[config.mk]
export PLATFORM = sky130hd
export DESIGN_NAME = fetch_controller
export DESIGN_NICKNAME = d
export VERILOG_FILES = /design/src/rtl/fetch_controller.sv
export SDC_FILE = /design/constraint.sdc
export NUM_CORES = 1
export LEC_CHECK = 0
export CAP_MARGIN = 25
export CORE_UTILIZATION = 43
export CTS_CLUSTER_DIAMETER = 50
export DETAILED_ROUTE_END_ITERATION = 10
export GPL_TIMING_DRIVEN = 0
export PLACE_DENSITY = 0.73
export SYNTH_ARGS = -nofsm -noshare
export SYNTH_HDL_FRONTEND = slang
export SYNTH_SLANG_ARGS = --single-unit
export TNS_END_PERCENT = 100
[constraint.sdc]
create_clock -name Clk -period 2.9 [get_ports Clk]
set_input_delay 0.58 -clock Clk [delete_from_list [all_inputs] [get_ports Clk]]
set_output_delay 0.58 -clock Clk [all_outputs]
set_load 0.005 [all_outputs]
[src/rtl/fetch_controller.sv]
// Instruction fetch/sequencing FSM: PC, instruction register, flag latch and branch resolution.
// Optional HALT on 16'hFFFF is built when FETCH_HALT_EN is defined.
//
// state      | meaning
// -----------+----------------------------------------------------------
// ST_FETCH   | MemRd issued at MemAddr=PC
// ST_DECODE  | memory word captured into IR on the closing edge
// ST_EXECUTE | IR on Opcode; ALU op writes and latches Flags, branch resolves PC
// ST_HALT    | (FETCH_HALT_EN only) parked until Reset
module fetch_controller #(
  parameter int         PC_W  = 10,
  parameter logic [3:0] BR_OP = 4'hC
) (
  input  logic            Clk,
  input  logic            Reset,
  input  logic            Stall,
  output logic [PC_W-1:0] MemAddr,
  output logic            MemRd,
  input  logic [15:0]     MemData,
  output logic [15:0]     Opcode,
  output logic            WrEn,
  output logic            Cin,
  input  logic [4:0]      Flags,
  output logic            Halted
);

`ifdef FETCH_HALT_EN
  typedef enum logic [1:0] {ST_FETCH, ST_DECODE, ST_EXECUTE, ST_HALT} state_t;
`else
  typedef enum logic [1:0] {ST_FETCH, ST_DECODE, ST_EXECUTE} state_t;
`endif

  localparam int EXT_W = PC_W - 8;

  state_t          state, state_nxt;
  logic [PC_W-1:0] pc, pc_nxt;
  logic [15:0]     ir;
  logic [4:0]      flag_reg;
  logic            ir_ld, flag_ld, mem_rd_c, wr_en_c;
  logic            is_branch, taken, halt_word;
  logic [PC_W-1:0] disp;

  assign is_branch = (ir[15:12] == BR_OP);
  assign disp      = {{EXT_W{ir[7]}}, ir[7:0]};

`ifdef FETCH_HALT_EN
  assign halt_word = (ir == 16'hFFFF);
  assign Halted    = (state == ST_HALT);
`else
  assign halt_word = 1'b0;
  assign Halted    = 1'b0;
`endif

  // Condition codes read the flags latched by the last completed ALU instruction.
  always_comb begin
    taken = 1'b0;
    case (ir[11:8])
      4'd0:    taken = flag_reg[3];
      4'd1:    taken = ~flag_reg[3];
      4'd2:    taken = flag_reg[0];
      4'd3:    taken = ~flag_reg[0];
      4'd4:    taken = 1'b1;
      default: taken = 1'b0;
    endcase
  end

  always_comb begin
    state_nxt = state;
    pc_nxt    = pc;
    ir_ld     = 1'b0;
    flag_ld   = 1'b0;
    mem_rd_c  = 1'b0;
    wr_en_c   = 1'b0;
    if (!Stall) begin
      case (state)
        ST_FETCH: begin
          mem_rd_c  = 1'b1;
          state_nxt = ST_DECODE;
        end
        ST_DECODE: begin
          ir_ld     = 1'b1;
          state_nxt = ST_EXECUTE;
        end
        ST_EXECUTE: begin
          state_nxt = ST_FETCH;
          if (halt_word) begin
`ifdef FETCH_HALT_EN
            state_nxt = ST_HALT;
`endif
          end else if (is_branch) begin
            pc_nxt = taken ? pc + disp : pc + PC_W'(1);
          end else begin
            wr_en_c = 1'b1;
            flag_ld = 1'b1;
            pc_nxt  = pc + PC_W'(1);
          end
        end
        default: state_nxt = state;
      endcase
    end
  end

  always_ff @(posedge Clk or negedge Reset) begin
    if (!Reset) begin
      state    <= ST_FETCH;
      pc       <= '0;
      ir       <= 16'h0000;
      flag_reg <= 5'd0;
    end else begin
      state <= state_nxt;
      pc    <= pc_nxt;
      if (ir_ld)   ir       <= MemData;
      if (flag_ld) flag_reg <= Flags;
    end
  end

  // Strobes are masked by Reset so nothing fires while reset is held.
  assign MemRd   = mem_rd_c & Reset;
  assign WrEn    = wr_en_c & Reset;
  assign MemAddr = pc;
  assign Opcode  = ir;
  assign Cin     = flag_reg[0];

endmodule

Word level (Yosys, flattened, before mapping)
Index checks and enable logic that the tools add are counted.

cells by class
  add/sub/neg operators = 2
  $lt $le $gt $ge = 0
  div/mod/pow operators = 0
  shifts and indexed selects = 0
  multiply operators = 0
  mux-type cells = 11
  reduce and logical (&&, ||, !) cells = 5
  equal/unequal tests = 7
  bitwise gates (word level) = 5

operator list
  kind                                                 count
  two-way mux 10 bit                                   2
  adder 10 x 1 -> 10 bit, second input constant        1
  adder 10 bit                                         1
  equality test 4 x 2 -> 1 bit, second input constant  2
  two-way mux 1 bit                                    7
  case mux 2 bit (3 select lines)                      1
  case mux 1 bit (5 select lines)                      1
  equality test 4 x 1 -> 1 bit, second input constant  1
  equality test 4 x 3 -> 1 bit, second input constant  1
  equality test 4 bit, second input constant           1
  zero test 4 bit                                      1
  AND reduction 2 bit                                  2
  inverter 1 bit                                       3
  nonzero test 3 bit                                   1
  AND 1 bit                                            2
  equality test 2 x 1 -> 1 bit, second input constant  1
  equality test 2 bit, second input constant           1
  zero test 2 bit                                      1

word-level totals
  RAM bits = 0
  memories = 0
  input bits = 24
  register bits = 32
  output and inout port bits = 30
  bits in latches = 0
  memory bits (read-only) = 0
  logic and storage cells = 34

Depth between registers and ports, before layout
Gate-level depths: netlist of run 1.

  word-level depth = 5
  mapped depth = 8
  mapped depth without buffers = 8

Worst setup path after synthesis of run 1
No wires, ideal clock.

  path kind = register -> register
  from = register pc[0], in the netlist MemAddr[0]
  to = register pc[8], in the netlist MemAddr[8]
  data arrival time = 2.156 ns
  clock period less this slack = 2.272 ns
  cell stages (with the launch flop) = 9
  required time = 2.784 ns
  slack = 0.628 ns
  path buffers = 0
  setup time = 0.116 ns
  cells stage by stage = dfrtp_1 ha_1 fa_1 a21o_1 a21oi_1 o211ai_1 o31ai_1 xor2_1 o311ai_0

on the way
  word-level cells in the longest chain between the ends = 3
  elaborated cells between the ends (all ways) = 4
  classes of those cells = add/sub (2); mux (2)

RTL lines
  element                                                        line    RTL
  start, declared                                                36      logic [PC_W-1:0] pc, pc_nxt;
  start signal, assigned                                         111     pc <= pc_nxt;
  adder 10 x 1 -> 10 bit / adder 10 bit (equally long branches)  91, 95
  two-way mux 10 bit                                             91      pc_nxt = taken ? pc + disp : pc + PC_W'(1);
  two-way mux 10 bit *                                           90      end else if (is_branch) begin

Mark *: on every way between the ends. The rest lies on a longest branch, timed or not.
A chain may end at the register's enable or synchronous reset.

Worst setup path in the final report of run 1
  from = input port Stall
  to = output port WrEn

on the way
  word-level cells in the longest chain between the ends = 2

RTL lines
  element            line  RTL
  start, declared    16    input logic Stall,
  two-way mux 1 bit  74    if (!Stall) begin
  AND 1 bit          119   assign WrEn = wr_en_c & Reset;
  end, declared      21    output logic WrEn,

No other way between the ends.

==> results of run 1 <==
[logic make-up (layout without fill, tap and decap cells)]
logic type               Yosys count  in the layout  synth area share (%)
adder cells (fa/ha/maj)           16             16                  11.1
buffers and inverters             11             68                  3.15
multiplexers                      20             20                  11.9
XOR/XNOR                           9              9                  4.22
other                              1              1                 0.201
flip-flops                        30             30                  40.2
AO/OA/AOI/OAI                     48             48                  15.7
AND/OR/NAND/NOR                   49             49                  13.5
[final cells by class]
cell class                      count  share of cell area (%)
Buffer                              7                    1.74
Multi-Input combinational cell    143                    42.4
Timing Repair Buffer               49                    19.3
Inverter                            4                   0.597
Clock buffer                        7                    3.43
Tap cell                           50                    2.49
Sequential cell                    30                    29.9
Clock inverter                      1                   0.199
[power groups by stage]
stage	Combinational [mW]	Clock [mW]	Sequential (mW)
after global routing	1.52	0.372	0.889
after CTS	1.36	0.353	0.853
after detailed placement	1.35	0	0.858
final	1.36	0.349	0.853
after global placement	1.33	0	0.849
after floorplan	0.804	0	0.816
[worst reg2reg max path: stages (launching register included)]
cell	delay, ps
dfrtp_1	440
ha_1	280
fa_1	420
a21o_1	200
a21oi_1	250
o211ai_1	190
o31ai_1	280
xor2_1	130
o311ai_0	280
[path summary, 6_finish.rpt]
kind,startpoint,endpoint,cells past startpoint
worst min register to register,flag_reg[3]$_DFFE_PN0P_,flag_reg[3]$_DFFE_PN0P_,1
max in group asynchronous,Reset,Opcode[9]$_DFFE_PN0P_,1
worst max-delay path,Stall,WrEn,5
min in group Clk,flag_reg[3]$_DFFE_PN0P_,flag_reg[3]$_DFFE_PN0P_,1
worst min-delay path,Reset,MemAddr[0]$_DFFE_PN0P_,1
worst max register to register,MemAddr[0]$_DFFE_PN0P_,MemAddr[8]$_DFFE_PN0P_,8
[metal layers]
layer	track usage, %	up-vias	part of all wire (%)
li1	-	776	-
met1	29.1	744	50
met2	29.2	37	43
met3	6.67	7	5.9
met4	6.25	0	1.2
met5	0	-	0
[cell usage after synthesis, types with 2 or more instances]
cell       n
mux2_2    18
nand2_1   12
nand2b_1   2
dfrtp_1   30
nor2_1    12
o21ai_2    2
nor2b_1    3
buf_2      2
and3_1     2
o31ai_1    2
inv_1      4
o21ai_1    2
a21oi_1   18
xnor2_1    6
mux2i_1    2
nand4_1    3
buf_4      2
ha_1      15
clkbuf_1   2
a31oi_1    2
o311ai_0   2
o21ai_0    9
a21o_1     3
xor2_1     3
nand3_1    8
[through the flow]
stage | power, mW | TNS, ps
finish | 2.56 | 0
global route | 2.78 | 0
CTS | 2.57 | 0
detailed placement | 2.20 | 0
global placement | 2.18 | -1090
floorplan | 1.62 | 0
==> results.md, run 1 <==
- Sequential Power Share: 33.3%
- First DRT Iteration DRCs: 61
- Number of synthesized flops with an enable pin: 0
- Comb power frac: 53.0%
- Lkg Pwr: 1.07 nW
- Post-CTS Hold Buffers: 0
- Relative slew slack: a little over half
- Clk sink count: 30
- Vias in the first global route: ~1,500
- Sw Ratio: 37.7%
- Critical Path End Type: primary output
- Multi-input gate area: between 1000 and 1500 µm²
- CP delay by family, top: buffers and inverters
- Final hold vios: 0
- Worst hold margin: roughly 340 ps
- Internal power: between 1.5 and 2 mW
- Status: finished clean
- Pwr/cell area: 1020 nW/µm²
- Root Driver: clkbuf_8
- Hold WC Path Type: primary input to asynchronous set/reset pin
- Maximum achievable frequency: ~0.36 GHz
- WP buf/inv: 2
- Largest net degree at the start of global routing: 33
- Top-area cell type share of the netlist area: ~40%
- Pre-antenna DRT Iters: 4
- CP max-delay cell: clkdlybuf4s50_1
- Commonest non-fill, non-tap cell in the layout: clkdlybuf4s50_1
- Post-synth cell types: 43
- Height of the die: between 60 and 70 µm
- Critical Path Source Type: primary input
- Initial antenna violation count: 0
- Clk Latency, worst-skew pair: between 200 and 300 ps
- Die width: between 60 and 70 µm
- Detail Placement HPWL: between 3 and 4 mm
- Pre-CTS setup slack: between 20 and 25 ps
- Reg area: 751 µm²
- Slew Viols, Final: 0
- # Post-CTS Setup Buffers: 0
- Clock-pin slew on the worst setup and hold paths: approximately 70 ps
- Routed WL per cell: around 14 µm
- WL final: just over 4 mm
- Final worst slack: approximately 110 ps
- Num ports: 54
- CTS Buf Count: 5
- Ranking of synthesized cells by area: dfrtp_1 (40%), mux2_2 (11%), ha_1 (10%)
- GPL Wtd Cong: around 0.8
- Synth area leader: dfrtp_1
- Max Root-Sink Buffers: 2
- Fin cells: a little under 300
- Rows: 23
- Starting Density: between 40% and 50%
- GRT Total Usage: approximately a fifth
- Synth Area per Inst: 10.1 µm²
- ANT cells: 0
- Critical path arrival: approximately 2200 ps
- Core Area: about 4100 µm²
- RSZ-0062 raised after global routing: false
- CTS H-tree lvls: 2
- Final net count: 280
- Period minus WS final: 2790 ps
- Max IR drop VDD: ~0.00053 V
- CTS tree: yes
- Least-Margin Pin Slew: slightly below 700 ps
- Critical Path Fanout Max: 5
- Crit share post-route: a little over nine tenths
- Dpl cells: roughly 280
- CP max stage delay: 490 ps
- Crit-path cells: clkdlybuf4s50_1, nand2b_2, a31oi_2, and2_1, clkdlybuf4s50_1
- First-pass GRT wire length: between 6 and 7 mm
- Synth warn: 0
- Die area: 4610 µm²
- Fin area: about 2500 µm²
- Cells after synthesis: ~180
- Share of layout cells above drive strength 1: 14.9%
- Setup-failing EPs final: 0
- Via-to-Cell Ratio: roughly 5.4
- Top_reg_cell synth: dfrtp_1
- Psw: approximately 0.97 mW
- Fillers: roughly 360
- Async set or reset register ratio after synthesis: 100%
- Final ANT Viol Nets: 0
- Placement Cell Area: between 2000 and 2500 µm²
- Most frequent cells in the layout: clkdlybuf4s50_1 (48), dfrtp_1 (30), mux2_2 (18), a21oi_1 (18), ha_1 (15)
- WP data required: approximately 2300 ps
- Area Overhead vs Synth: 34.7%
- Most used cell, CP: clkdlybuf4s50_1
- # DRC: 0
- GRT overflow: 0
- Synth Register Bits: 30
- # Max-Cap Violations: 0
- Seq/Total Area, Yosys: a little over 40%
- Cell area after synthesis: between 1500 and 2000 µm²
- Finished Core Util: around three fifths
- Clock power frac: between 10 and 15%
- Buffers on Ports: 49
- Net Count, Synth: 224
- Max reg flops: 16
- Vias: 1,564
- Resized cells post-CTS: 0
- R2R Setup Slk: around 310 ps
- Worst Path Class, Setup: primary input to primary output
- Worst-case clock skew: ~8.1 ps
Power figures use the tool's default switching activity.
==> run 2: changes to the inputs <==
clock period = 3.3 ns   (was 2.9 ns; I/O delays follow)
==> run 2 against run 1 <==
Against the previous run: design area decreased by 0.35%; combinational power decreased by 13%; first-iteration DRC count increased by 8.2%; worst hold slack improved by 81 ps; register-to-register slack improved by 390 ps; clock power decreased by 12%; core utilization decreased by 0.21 points; critical path type unchanged; largest cell class unchanged; largest power group unchanged.
==> results.md, run 2 (same netlist as run 1, synthesis figures left out) <==
- Status: finished clean
- Core Area: 4090 µm² (unchanged)
- WP data required: 2640 ps (+320 ps)
- Height of the die: 67.9 µm (unchanged)
- Final ANT Viol Nets: 0 (unchanged)
- Pre-antenna DRT Iters: 4 (unchanged)
- Vias: 1,563 (-0.064%)
- Period minus WS final: approximately 3000 ps
- Crit share post-route: 91.7%
- Commonest non-fill, non-tap cell in the layout: clkdlybuf4s50_1
- First-pass GRT wire length: 6.89 mm (unchanged)
- Via-to-Cell Ratio: 5.37 (about the same)
- Vias in the first global route: 1,465 (unchanged)
- CTS H-tree lvls: 2 (unchanged)
- WL final: 4.10 mm (about the same)
- CP delay by family, top: buffers and inverters
- Starting Density: 45.7% (unchanged)
- Clk Latency, worst-skew pair: 280 ps (about the same)
- Share of layout cells above drive strength 1: 14.1% (-0.83 points)
- GRT Total Usage: 20.4% (unchanged)
- Max reg flops: 16 (unchanged)
- CP max-delay cell: clkdlybuf4s50_1
- Area Overhead vs Synth: 34.2%
- Most frequent cells in the layout: clkdlybuf4s50_1 (48), dfrtp_1 (30), mux2_2 (18), a21oi_1 (18), ha_1 (15)
- Crit-path cells: clkdlybuf4s50_1, nand2b_1, a31oi_1, and2_1, clkdlybuf4s50_1
- Worst Path Class, Setup: primary input to primary output
- # Max-Cap Violations: 0 (unchanged)
- Post-CTS Hold Buffers: 0 (unchanged)
- Maximum achievable frequency: 0.331 GHz
- CP max stage delay: 490 ps (about the same)
- Least-Margin Pin Slew: 694 ps (+2.49 ps)
- # Post-CTS Setup Buffers: 0 (unchanged)
- Detail Placement HPWL: 3.05 mm (unchanged)
- Root Driver: clkbuf_8
- Critical path arrival: 2360 ps (+150 ps)
- Final net count: 280 (unchanged)
- Die area: 4610 µm² (unchanged)
- Hold WC Path Type: primary input to asynchronous set/reset pin
- Max IR drop VDD: 0.000468 V (-12%)
- Clk sink count: 30 (unchanged)
- Fillers: 365 (+0.83%)
- Rows: 23 (unchanged)
- CTS tree: yes
- Pwr/cell area: 895 nW/µm² (-12%)
- Clock-pin slew on the worst setup and hold paths: 70 ps (about the same)
- WP buf/inv: 2 (unchanged)
- RSZ-0062 raised after global routing: false
- Initial antenna violation count: 0 (unchanged)
- Pwr Total: 2.24 mW (-12%)
- GPL Wtd Cong: 0.818 (unchanged)
- Routed WL per cell: 14.1 µm (about the same)
- Critical Path Source Type: primary input
- Max Root-Sink Buffers: 2 (unchanged)
- Worst-case clock skew: 8.51 ps (+0.440 ps)
- Setup-failing EPs final: 0 (unchanged)
- Die width: 67.9 µm (unchanged)
- CTS Buf Count: 5 (unchanged)
- Largest net degree at the start of global routing: 33 (unchanged)
- Buffers on Ports: 49 (unchanged)
- # DRC: 0 (unchanged)
- Sum Neg Setup Slack: 0 ps (unchanged)
- Critical Path End Type: primary output
- First DRT Iteration DRCs: 66 (+8.2%)
- Slew Viols, Final: 0 (unchanged)
- Final hold vios: 0 (unchanged)
- Lkg Pwr: 1.06 nW (about the same)
- Relative slew slack: 53.7% (-0.17 points)
- Num ports: 54 (unchanged)
- Most used cell, CP: clkdlybuf4s50_1
- Critical Path Fanout Max: 5 (unchanged)
- GRT overflow: 0 (unchanged)
- Resized cells post-CTS: 0 (unchanged)
- ANT cells: 0 (unchanged)
## run 2: cell count changes in the layout (fill, tap and decap cells not counted)
cell	previous run	this run
nand2b_1	1	2
a31oi_1	1	2
nand2b_2	1	0
a31oi_2	1	0
## run 2: layer usage
metal | vias to the layer above | wire (µm) | GRT usage [%]
li1 | 777 | - | -
met5 | - | 0 | 0
met3 | 7 | 226 | 6.67
met4 | 0 | 48 | 6.25
met1 | 742 | 2040 | 29.1
met2 | 37 | 1780 | 29.2
## run 2: worst paths after layout
| kind | cells after the start | slack (ps) | startpoint | end |
|---|---|---|---|---|
| setup / recovery | 5 | 280 | Stall | WrEn |
| hold / removal | 1 | 420 | Reset | MemAddr[0]$_DFFE_PN0P_ |
| setup reg to reg | 8 | 700 | MemAddr[0]$_DFFE_PN0P_ | MemAddr[8]$_DFFE_PN0P_ |
| hold reg to reg | 1 | 530 | flag_reg[3]$_DFFE_PN0P_ | flag_reg[3]$_DFFE_PN0P_ |
| max in group asynchronous | 1 | 2430 | Reset | Opcode[7]$_DFFE_PN0P_ |
| min in group Clk | 1 | 530 | flag_reg[3]$_DFFE_PN0P_ | flag_reg[3]$_DFFE_PN0P_ |
## run 2: cell type report
cell class	instances	area [µm²]	share of cell area (%)
flip-flops and latches	30	751	30.0
multi-input cells	143	1060	42.2
plain buffers	7	43.8	1.75
clock buffers	7	86.3	3.44
well taps	50	62.6	2.50
repair buffers	49	485	19.4
clock inverters	1	5.00	0.200
inverters	4	15.0	0.599
## run 2: through the flow
stage,cell area [µm²],setup WS [ps],util [%],hold slack (ps),std cells
2_1_floorplan,1870,1030,-,364,184
3_3_place_gp,2420,-335,59.2,510,283
3_5_place_dp,2410,261,59.1,520,283
4_1_cts,2510,253,61.3,437,291
5_1_grt,2510,156,61.3,483,291
6_report,2510,275,61.3,416,291
## run 2: worst register-to-register path, cell delays in order (launching register included)
cell and delay (ps):
dfrtp_1 440, ha_1 280, fa_1 420, a21o_1 200, a21oi_1 250, o211ai_1 190
o31ai_1 280, xor2_1 140, o311ai_0 280
## run 2: power by group
part / internal, mW / switching, mW / total (mW)
clock: 0.168 / 0.138 / 0.306
sequential: 0.538 / 0.210 / 0.747
combinational: 0.693 / 0.497 / 1.19
